$ cat config.mk
export PLATFORM = sky130hd
export DESIGN_NAME = alu_seq
export DESIGN_NICKNAME = d
export VERILOG_FILES = /design/src/rtl/alu_seq.sv
export SDC_FILE = /design/constraint.sdc
export NUM_CORES = 1
export LEC_CHECK = 0
export BUFFER_PORTS_ARGS = -buffer_cell sky130_fd_sc_hd__buf_2
export CORE_ASPECT_RATIO = 1.5
export CORE_MARGIN = 3
export CORE_UTILIZATION = 35
export CTS_BUF_LIST = sky130_fd_sc_hd__clkbuf_16
export DETAILED_ROUTE_END_ITERATION = 10
export GPL_TIMING_DRIVEN = 0
export SYNTH_ARGS = -nofsm -noshare
export SYNTH_HDL_FRONTEND = slang
export SYNTH_SLANG_ARGS = --single-unit
$ cat constraint.sdc
create_clock -name clk -period 11.7 [get_ports clk]
set_clock_uncertainty 0.1 [all_clocks]
set_input_delay 1.755 -clock clk [delete_from_list [all_inputs] [get_ports clk]]
set_output_delay 1.755 -clock clk [all_outputs]
set_load 0.01 [all_outputs]
$ cat src/rtl/alu_seq.sv
// alu_seq: registered integer ALU with valid/ready handshakes on both sides.
// Single-cycle ops produce a result one clock after acceptance; MUL and DIVU
// iterate one bit per clock and present their result ALU_WIDTH+1 clocks after
// acceptance. One request is in flight at a time.
module alu_seq #(
  parameter int ALU_WIDTH      = 32,
  parameter int ALU_FUNC_WIDTH = 5
) (
  input  logic                      clk,
  input  logic                      rst,
  input  logic                      in_valid,
  output logic                      in_ready,
  input  logic [ALU_WIDTH-1:0]      a,
  input  logic [ALU_WIDTH-1:0]      b,
  input  logic                      ci,
  input  logic [ALU_FUNC_WIDTH-1:0] f,
  output logic                      out_valid,
  input  logic                      out_ready,
  output logic [ALU_WIDTH-1:0]      s,
  output logic [ALU_WIDTH-1:0]      s_hi,
  output logic                      co,
  output logic                      err
);

  localparam int CNT_W = $clog2(ALU_WIDTH) + 1;

  localparam logic [ALU_FUNC_WIDTH-1:0] F_ADD  = ALU_FUNC_WIDTH'(0);
  localparam logic [ALU_FUNC_WIDTH-1:0] F_SUB  = ALU_FUNC_WIDTH'(1);
  localparam logic [ALU_FUNC_WIDTH-1:0] F_AND  = ALU_FUNC_WIDTH'(2);
  localparam logic [ALU_FUNC_WIDTH-1:0] F_OR   = ALU_FUNC_WIDTH'(3);
  localparam logic [ALU_FUNC_WIDTH-1:0] F_XOR  = ALU_FUNC_WIDTH'(4);
  localparam logic [ALU_FUNC_WIDTH-1:0] F_MAX  = ALU_FUNC_WIDTH'(5);
  localparam logic [ALU_FUNC_WIDTH-1:0] F_MIN  = ALU_FUNC_WIDTH'(6);
  localparam logic [ALU_FUNC_WIDTH-1:0] F_ONE  = ALU_FUNC_WIDTH'(7);
  localparam logic [ALU_FUNC_WIDTH-1:0] F_MUL  = ALU_FUNC_WIDTH'(8);
  localparam logic [ALU_FUNC_WIDTH-1:0] F_DIVU = ALU_FUNC_WIDTH'(9);

  typedef enum logic [1:0] {
    IDLE,
    BUSY,
    DONE
  } state_t;

  state_t state, state_nxt;

  // Iteration datapath: acc_hi/acc_lo hold {partial product, multiplier}
  // for MUL and {remainder, quotient} for DIVU; op_b is the multiplicand or
  // divisor captured at acceptance.
  logic [ALU_WIDTH-1:0] op_b;
  logic [ALU_WIDTH-1:0] acc_hi;
  logic [ALU_WIDTH-1:0] acc_lo;
  logic                 op_mul;
  logic [CNT_W-1:0]     cnt;

  logic iter_req;
  logic last_step;

  // Single-cycle result computed straight from the request inputs.
  logic [ALU_WIDTH:0]   sum_add;
  logic [ALU_WIDTH:0]   sum_sub;
  logic [ALU_WIDTH-1:0] sc_s;
  logic [ALU_WIDTH-1:0] sc_hi;
  logic                 sc_co;
  logic                 sc_err;

  // One iteration step of each algorithm.
  logic [ALU_WIDTH:0]   mul_sum;
  logic [ALU_WIDTH:0]   div_sh;
  logic [ALU_WIDTH:0]   div_diff;
  logic [ALU_WIDTH-1:0] step_hi;
  logic [ALU_WIDTH-1:0] step_lo;

  assign in_ready  = (state == IDLE);
  assign out_valid = (state == DONE);

  // Divide by zero completes immediately as an error; MUL by zero iterates.
  assign iter_req  = (f == F_MUL) || ((f == F_DIVU) && (b != '0));
  assign last_step = (state == BUSY) && (cnt == CNT_W'(ALU_WIDTH - 1));

  assign sum_add = {1'b0, a} + {1'b0, b}  + {{ALU_WIDTH{1'b0}}, ci};
  assign sum_sub = {1'b0, a} + {1'b0, ~b} + {{ALU_WIDTH{1'b0}}, ci};

  // State register.
  always_ff @(posedge clk or posedge rst) begin
    // NOTE: sequential state uses non-blocking assignments so every register
    // samples pre-edge values regardless of statement order.
    if (rst) state <= IDLE;
    else     state <= state_nxt;
  end

  // Next-state logic.
  always_comb begin
    // NOTE: defaulting every always_comb output first guarantees no latch is
    // inferred on paths that do not assign it.
    state_nxt = state;
    unique case (state)
      IDLE:    if (in_valid)  state_nxt = iter_req ? BUSY : DONE;
      BUSY:    if (last_step) state_nxt = DONE;
      DONE:    if (out_ready) state_nxt = IDLE;
      default: state_nxt = IDLE;
    endcase
  end

  // Single-cycle function decode; also covers DIVU by zero and illegal codes.
  always_comb begin
    sc_s   = '0;
    sc_hi  = '0;
    sc_co  = 1'b0;
    sc_err = 1'b0;
    case (f)
      F_ADD:  {sc_co, sc_s} = sum_add;
      F_SUB:  {sc_co, sc_s} = sum_sub;
      F_AND:  sc_s = a & b;
      F_OR:   sc_s = a | b;
      F_XOR:  sc_s = a ^ b;
      F_MAX:  sc_s = (a >= b) ? a : b;
      F_MIN:  sc_s = (a <= b) ? a : b;
      F_ONE:  sc_s = ALU_WIDTH'(1);
      F_MUL:  sc_s = '0;
      F_DIVU: begin
        // Only reached with b == 0; b != 0 goes through the iterative path.
        sc_s   = '1;
        sc_hi  = a;
        sc_err = 1'b1;
      end
      default: sc_err = 1'b1;
    endcase
  end

  // Shift-add multiply step and restoring divide step.
  always_comb begin
    mul_sum  = {1'b0, acc_hi} + (acc_lo[0] ? {1'b0, op_b} : {(ALU_WIDTH + 1){1'b0}});
    div_sh   = {acc_hi, acc_lo[ALU_WIDTH-1]};
    div_diff = div_sh - {1'b0, op_b};
    if (op_mul) begin
      step_hi = mul_sum[ALU_WIDTH:1];
      step_lo = {mul_sum[0], acc_lo[ALU_WIDTH-1:1]};
    end else if (div_sh >= {1'b0, op_b}) begin
      step_hi = div_diff[ALU_WIDTH-1:0];
      step_lo = {acc_lo[ALU_WIDTH-2:0], 1'b1};
    end else begin
      step_hi = div_sh[ALU_WIDTH-1:0];
      step_lo = {acc_lo[ALU_WIDTH-2:0], 1'b0};
    end
  end

  // Operand capture, iteration and result registers; outputs only load on
  // the transition into DONE and otherwise hold.
  always_ff @(posedge clk or posedge rst) begin
    if (rst) begin
      op_b   <= '0;
      acc_hi <= '0;
      acc_lo <= '0;
      op_mul <= 1'b0;
      cnt    <= '0;
      s      <= '0;
      s_hi   <= '0;
      co     <= 1'b0;
      err    <= 1'b0;
    end else begin
      unique case (state)
        IDLE: begin
          if (in_valid) begin
            if (iter_req) begin
              op_b   <= b;
              acc_hi <= '0;
              acc_lo <= a;
              op_mul <= (f == F_MUL);
              cnt    <= '0;
            end else begin
              s    <= sc_s;
              s_hi <= sc_hi;
              co   <= sc_co;
              err  <= sc_err;
            end
          end
        end
        BUSY: begin
          acc_hi <= step_hi;
          acc_lo <= step_lo;
          cnt    <= cnt + CNT_W'(1);
          if (last_step) begin
            s    <= step_lo;
            s_hi <= step_hi;
            co   <= 1'b0;
            err  <= 1'b0;
          end
        end
        default: ;
      endcase
    end
  end

endmodule

* After elaboration in Yosys (flattened, before gate mapping) *
Cells that the tools add are included.

cells by class
  magnitude comparators = 3
  mux-type cells = 40
  bitwise gates (word level) = 4
  eq/ne operators = 17
  shifts and indexed selects = 0
  add/sub/neg operators = 7
  reductions and logical operators = 12
  multipliers = 0
  divide/modulo/power cells = 0

operators by type and width
  cell                                                  count
  2-to-1 mux 32 bit                                     17
  case mux 32 bit (9 select lines)                      1
  case mux 32 bit (2 select lines)                      4
  adder 32 x 32 -> 33 bit                               3
  adder 33 x 1 -> 33 bit                                2
  greater-or-equal comparator 33 x 32 -> 1 bit          1
  AND 32 bit                                            1
  greater-or-equal comparator 32 bit                    1
  <= comparator 32 bit                                  1
  NOT 32 bit                                            1
  OR 32 bit                                             1
  nonzero test 32 bit                                   1
  subtractor 32 bit                                     1
  bitwise XOR 32 bit                                    1
  equality test 5 x 3 -> 1 bit (second input constant)  4
  2-to-1 mux 6 bit                                      2
  case mux 6 bit (2 select lines)                       1
  equality test 5 x 2 -> 1 bit (second input constant)  2
  equality test 5 x 4 -> 1 bit (second input constant)  2
  AND reduction 3 bit                                   3
  OR reduction 9 bit                                    1
  2-to-1 mux 2 bit                                      4
  2-to-1 mux 1 bit                                      7
  adder 6 x 1 -> 6 bit (second input constant)          1
  other kinds (14)                                      20

word-level totals
  logic and storage cells = 93
  memories = 0
  bits in registers = 171
  memory bits (read-only) = 0
  output and inout port bits = 68
  latch bits = 0
  memory bits (writable) = 0
  bits of input ports = 74

* Logic depth before layout (Yosys ltp) *
Gate-level depths: netlist (run 1).

  word-level depth = 7
  gate-level depth with buffers = 14
  depth with buffers taken out = 13

* Worst setup path before layout (run 1) *
Ideal clock, no wire load.

  kind = input-to-reg
  start = in a[0]
  end = reg s[16]
  data required time = 11.471 ns
  path buffers = 0
  stages = 13
  library setup time = 0.129 ns
  data arrival time = 4.289 ns
  slack = 7.182 ns
  path through = inv_1 fa_1 inv_1 fa_1 nor2b_1 o311ai_1 nand2_1 a31oi_1 o21bai_1 a21o_1 a211o_1 a221oi_1 a21oi_1

on the way
  longest elaborated chain between the ends = 6
  elaborated cells on any way between the ends = 12
  classes of those cells = add/sub: 4; order compare: 2; mux: 6

ends and longest elaborated chain
  what                                                   line  RTL
  from (decl)                                            13    input logic [ALU_WIDTH-1:0] a,
  adder 32 x 32 -> 33 bit, or another cell as far along  81    assign sum_sub = {1'b0, a} + {1'b0, ~b} + {{ALU_WIDTH{1'b0}}, ci};
  adder 33 x 1 -> 33 bit, or another cell as far along   81
  case mux 32 bit (9 select lines) (*)                   110   case (f)
  2-to-1 mux 32 bit (*)                                  164   if (iter_req) begin
  2-to-1 mux 32 bit (*)                                  163   if (in_valid) begin
  case mux 32 bit (2 select lines) (*)                   161   unique case (state)
  to (signal assigned)                                   171   s <= sc_s;
  to (signal assigned)                                   183   s <= step_lo;
  to (decl)                                              19    output logic [ALU_WIDTH-1:0] s,

Every way passes the cells marked *; elsewhere a longest branch is shown, timed or not. The select of a mux whose other input is x is not followed.
A chain may end at the register's enable or synchronous reset.

* Worst setup path in the final report (run 1) *
  start = in a[0]
  end = reg s[24]

Same word-level chain as after synthesis.

==> results of run 1 <==
report_power, final:
part / leakage (nW) / switching, mW / total (mW) / internal, mW
clock network: 0.284 / 0.273 / 0.588 / 0.315
logic: 6.71 / 1.98 / 3.16 / 1.18
registers: 2.08 / 0.240 / 1.07 / 0.834
total: 9.08 / 2.49 / 4.83 / 2.33
final timing paths:
kind                                             from                    to  slack, ps  depth (start not counted)
max in group asynchronous                         rst  s_hi[28]$_DFFE_PP0P_       9320                          3
worst max-delay path                             a[0]     s[24]$_DFFE_PP0P_       6300                         14
worst min register to register         co$_DFFE_PP0P_        co$_DFFE_PP0P_        410                          2
min in group asynchronous                         rst      s[3]$_DFFE_PP0P_       1190                          2
worst max register to register  acc_lo[0]$_DFFE_PP0P_  s_hi[23]$_DFFE_PP0P_       7130                         12
worst min-delay path                   co$_DFFE_PP0P_        co$_DFFE_PP0P_        410                          2
state kept, by name (all words and copies together), names as in the netlist:
name    cells
acc_hi     32
acc_lo     32
op_b       32
s          32
s_hi       32
cnt         6
state       2
co          1
err         1
op_mul      1
synth_stat cells (29+ instances only):
library cell / count / area share, %
a211oi_1: 29 / 1.2
a21o_1: 57 / 2.4
a21oi_1: 268 / 7.4
a31oi_1: 60 / 2.1
and2_1: 40 / 1.4
buf_2: 37 / 1.0
clkbuf_1: 93 / 1.9
dfrtp_1: 171 / 24
ha_1: 161 / 11
inv_1: 161 / 3.4
nand2_1: 279 / 5.8
nand3_1: 55 / 1.5
nor2_1: 192 / 4.0
nor3_1: 54 / 1.5
o21ai_0: 178 / 4.9
xnor2_1: 29 / 1.4
cells by family (layout without fill, tap and decap cells):
family                   after synthesis  count (layout)  share of synthesized area (%)
AO/OA/AOI/OAI                        887             887                           31.8
buffers and inverters                302             474                           6.74
multiplexers                          52              52                           3.10
adder cells (fa/ha/maj)              167             167                           11.8
XOR/XNOR                              47              47                           2.28
flip-flops                           171             171                           23.7
AND/OR/NAND/NOR                      780             780                           20.5
per-stage QoR:
stage / setup slack, ps / utilization, % / hold WS (ps)
6_report: 6300 / 39.7 / 407
5_1_grt: 6050 / 39.7 / 427
4_1_cts: 6350 / 39.7 / 406
3_5_place_dp: 5900 / 38.6 / 393
3_3_place_gp: 3070 / 38.5 / 385
2_1_floorplan: 5210 / - / 360
critical path: cells and delay by family:
kind / cells / cell delay (ps)
buf+inv: 3 / 400
compound gates: 6 / 2410
fa+ha+maj: 2 / 650
simple gates: 2 / 290
xor+xnor: 1 / 120
layout make-up:
cell class	count	area (sq um)	share of cell area [%]
multi-input combinational	1933	12500	62.1
inverter	163	619	3.07
buffer	139	603	2.99
timing repair buffer	140	723	3.59
sequential	171	4280	21.2
clock inverter	15	148	0.732
tap	669	837	4.15
clock buffer	17	425	2.11
layer usage:
| layer | routed length (microns) | up-vias | track usage, % |
|---|---|---|---|
| met3 | 4710 | 349 | 3.11 |
| met2 | 42500 | 1034 | 53.8 |
| li1 | - | 9103 | - |
| met5 | 0 | - | 0 |
| met1 | 30800 | 9585 | 33.3 |
| met4 | 9090 | 0 | 26.9 |
==> metrics.txt, run 1 <==
clock slew at reported path FFs 70 ps; die area 54,300 sq um; fmax 185 MHz; Leak 9.08 nW; Ys Warns 0; Residual DRC 0; Syn Area/Cell 7.49 sq um; min cycle time layout 5400 ps; Slew @ Worst Pin 1200 ps; GRT Total Usage 31.1%; Pre-Repair DR Iteration Count 6; Most used DFF post-synth dfrtp_1; Startpoint Class input port; CTS Hold Bufs 0; largest net degree at the start of global routing 126; fillers 5,426; Max-slew headroom 19.6%; maximum vdd ir drop 110 uV; fin crit share 46.1%; CTS tree built; share of layout cells above drive strength 1 10.7%; wirelength, routed 87,100 microns; Buffers on Ports 139; via-per-instance ratio 6.18; CP required 11,930 ps; Pwr Density 239 nW/um^2; post-synthesis sequential area ratio 23.7%; final instance area 20,200 sq um; die width 191 microns; # setup viols final 0; Synth async-reset ratio 100%; total CTS buffers 17; Slowest cell on crit path o311ai_1; n_diodes 0; clock sink total 171; Mapped Cells 2,406; commonest non-fill, non-tap cells in the layout nand2_1, a21oi_1, nor2_1, o21ai_0, buf_2; outcome completed; P&R area growth vs syn 11.9%; CTS Buffer Depth 2; Syn Std Cell Area 18,000 sq um; number of synthesized flops with an enable pin 0; CP cell instances buf_2 > inv_1 > fa_1 > inv_1 > fa_1 > nor2b_1 > o311ai_1 > nand2_1 > a31oi_1 > o21bai_1 > a311oi_1 > xnor2_1 > a221oi_1 > a31oi_1; CORE AREA 50,800 sq um; Non-Filler Instances 3,247; fin nets 2,806; antenna violations before repair 1; Clock Tree Root clkbuf_16; vias in the first global route 20,200; Setup Buffers After CTS 0; total grt overflow 0; HPWL after DPL 71,200 microns; vias 20,100; Detail Route Antenna Nets 0; commonest non-fill, non-tap cell in the layout nand2_1; clock latency on the worst-skew pair 460 ps; endpoints failing hold 0; Die H 284 microns; H-tree depth 4; first-pass GRT wire length 127,000 microns; min-delay worst type reg2reg; Initial Util 35.5%; wire per inst 26.8 microns; maxcap violations 0; Resized Gates After CTS 0; placed cell count 3,215; GPL Wtd Cong 0.995; Total Power 4.83 mW; Critical Path AT 5630 ps; setup TNS 0 ps; CP Max Fanout 6; Rows 101; slowest stage delay, CP 510 ps; Pins Over Slew Limit 0; Synth cell types 103; DP Area 19,600 sq um; CP Class in2reg; RSZ-0062 raised after global routing no; Post-Syn Nets 2,647; IO Pins 142; Critical Path End Type register; initial DRC count 1,861; post-synthesis register bit count 171
No activity file was read; power rests on OpenSTA's default activity.
==> run 2, diff against run 1 <==
- clock period: 11.7 -> 5.4 ns (I/O delays scaled with it)
==> run 2 against run 1 <==
Hold slack got worse by 100 ps. Sequential power increased by 120%. First-iteration DRC count increased by 7.3%. Critical path type is now reg2reg. Via count decreased by 0.29%. Core utilization increased by 0.25 points. Setup slack got worse by 5500 ps. Flip-flop and latch count unchanged. Register-to-register slack got worse by 6300 ps. Design area increased by 0.63%. Highest routed layer unchanged. Die area unchanged. Global-route usage increased by 0.52 points. Critical path depth decreased by 2.
==> metrics.txt, run 2 (synthesis results as in run 1) <==
outcome completed; CTS Buffer Depth 2 (unchanged); share of layout cells above drive strength 1 10.9% (+0.25 points); Detail Route Antenna Nets 0 (unchanged); n_diodes 0 (unchanged); Pint 5.11 mW (+120%); sw frac 51.3% (-0.35 points); Comb pwr share 64.9% (-0.7 points); Critical Path End Type register; Rows 101 (unchanged); Pre-Repair DR Iteration Count 6 (unchanged); fmax 217 MHz; Final Core Density 40.0% (+0.25 points); GRT Total Usage 31.6% (+0.52 points); maximum vdd ir drop 233 uV (+110%); initial DRC count 1,997 (+7.3%); setup TNS 0 ps (unchanged); RSZ-0062 raised after global routing no; # setup viols final 0 (unchanged); min cycle time layout 4620 ps; fin crit share 85.5%; Clk network pwr share 12.8% (+0.6 points); multi-input combinational cell area 12,500 sq um (unchanged); via-per-instance ratio 6.15 (-0.44%); Pwr Density 517 nW/um^2 (+120%); Flop pwr share 22.3% (about the same); fillers 5,425 (-0.018%); Critical Path AT 4830 ps (-800 ps); die area 54,300 sq um (unchanged); total CTS buffers 17 (unchanged); min-delay worst type in2async; largest net degree at the start of global routing 43 (-66%); maxcap violations 0 (unchanged); first-pass GRT wire length 128,000 microns (+1.2%); Buffers on Ports 139 (unchanged); Register Area 4280 sq um (unchanged); clock slew at reported path FFs 80 ps (about the same); fin nets 2,811 (+0.18%); CP required 5610 ps (-6320 ps); IO Pins 142 (unchanged); vias in the first global route 19,900 (-1.3%); Die H 284 microns (unchanged); gr busiest metal met2; wire per inst 27.0 microns (+0.89%); Setup Buffers After CTS 0 (unchanged); Startpoint Class register; Slew @ Worst Pin 1160 ps (-39.7 ps); antenna violations before repair 0 (-1); Residual DRC 0 (unchanged); grt met3 use 3.32% (+0.21 points); CTS Hold Bufs 0 (unchanged); total grt overflow 0 (unchanged); Pins Over Slew Limit 0 (unchanged); CP Max Fanout 10 (+4); clock sink total 171 (unchanged); Leak 9.12 nW (+0.48%); CP Class reg2reg; Resized Gates After CTS 0 (unchanged); wirelength, routed 88,000 microns (+1.0%); Initial Util 35.5% (unchanged); M2 GR Usage 54.9% (+1.1 points); vias 20,000 (-0.29%); HPWL after DPL 72,800 microns (+2.1%); CORE AREA 50,800 sq um (unchanged); Clock Tree Root clkbuf_16; met1 usage 34.5% (+1.1 points); CTS tree built; endpoints failing hold 0 (unchanged); switching pwr 5.39 mW (+120%); P&R area growth vs syn 12.6%; commonest non-fill, non-tap cell in the layout nand2_1; commonest non-fill, non-tap cells in the layout nand2_1, a21oi_1, nor2_1, o21ai_0, buf_2; die width 191 microns (unchanged); GPL Wtd Cong 0.969 (-2.6%); H-tree depth 4 (unchanged); clock latency on the worst-skew pair 450 ps (about the same); Max-slew headroom 22.3% (+2.7 points)
[run 2: cell count changes in the layout (fill, tap and decap cells not counted), sizes merged]
cell      change
bufinv        +1
clkinv        -4
inv           -1
buf           +5
clkinvlp      +4
[run 2: worst paths after layout]
kind                                       start                    to  cells past startpoint  slack (ps)
max                        acc_lo[0]$_DFFE_PP0P_  s_hi[23]$_DFFE_PP0P_                     12         780
min                                          rst   s_hi[4]$_DFFE_PP0P_                      2         300
max reg2reg                acc_lo[0]$_DFFE_PP0P_  s_hi[23]$_DFFE_PP0P_                     12         780
min reg2reg                       co$_DFFE_PP0P_        co$_DFFE_PP0P_                      2         390
max in group asynchronous                    rst  state[1]$_DFFE_PP0P_                      5        3760
min in group clk                  co$_DFFE_PP0P_        co$_DFFE_PP0P_                      2         390
[run 2: power by group through the flow]
stage	Clock (mW)	Combinational (mW)	Sequential (mW)
after detailed placement	0	6.68	2.34
after CTS	1.34	6.73	2.32
after floorplan	0	4.70	2.21
after global placement	0	6.64	2.34
final	1.34	6.81	2.34
after global routing	1.39	7.46	2.39
[run 2: final cells by class]
type	count	area share, %
Sequential cell	171	21.1
Clock buffer	17	2.10
Inverter	163	3.03
Tap cell	669	4.12
Timing Repair Buffer	145	3.99
Multi-Input combinational cell	1933	61.8
Clock inverter	15	0.937
Buffer	139	2.97
[run 2: worst max-delay path, stage by stage (launching register included)]
cell and delay (ps):
dfrtp_1 540, clkbuf_1 550, nand2_1 230, fa_1 460, nand2b_1 170, a211oi_1 680, o2111ai_1 330, nand2_1 180
nor3_1 80, o21ai_0 160, or3b_2 440, o21ai_0 420, a21oi_1 120
[run 2: metal layers]
layer	vias to the layer above	wire [microns]
met2	958	43400
met3	321	4320
met4	0	8570
li1	9120	-
met5	-	0
met1	9614	31700
[run 2: stage by stage]
stage	total power [mW]	cells	hold WS [ps]	instance area, sq um	worst slack, ps
final	10.5	3252	303	20300	784
after global routing	11.2	3252	351	20300	586
after CTS	10.4	3252	304	20300	767
after detailed placement	9.02	3220	374	19700	508
after global placement	8.98	3214	373	19600	503
after floorplan	6.91	2406	360	18000	1830
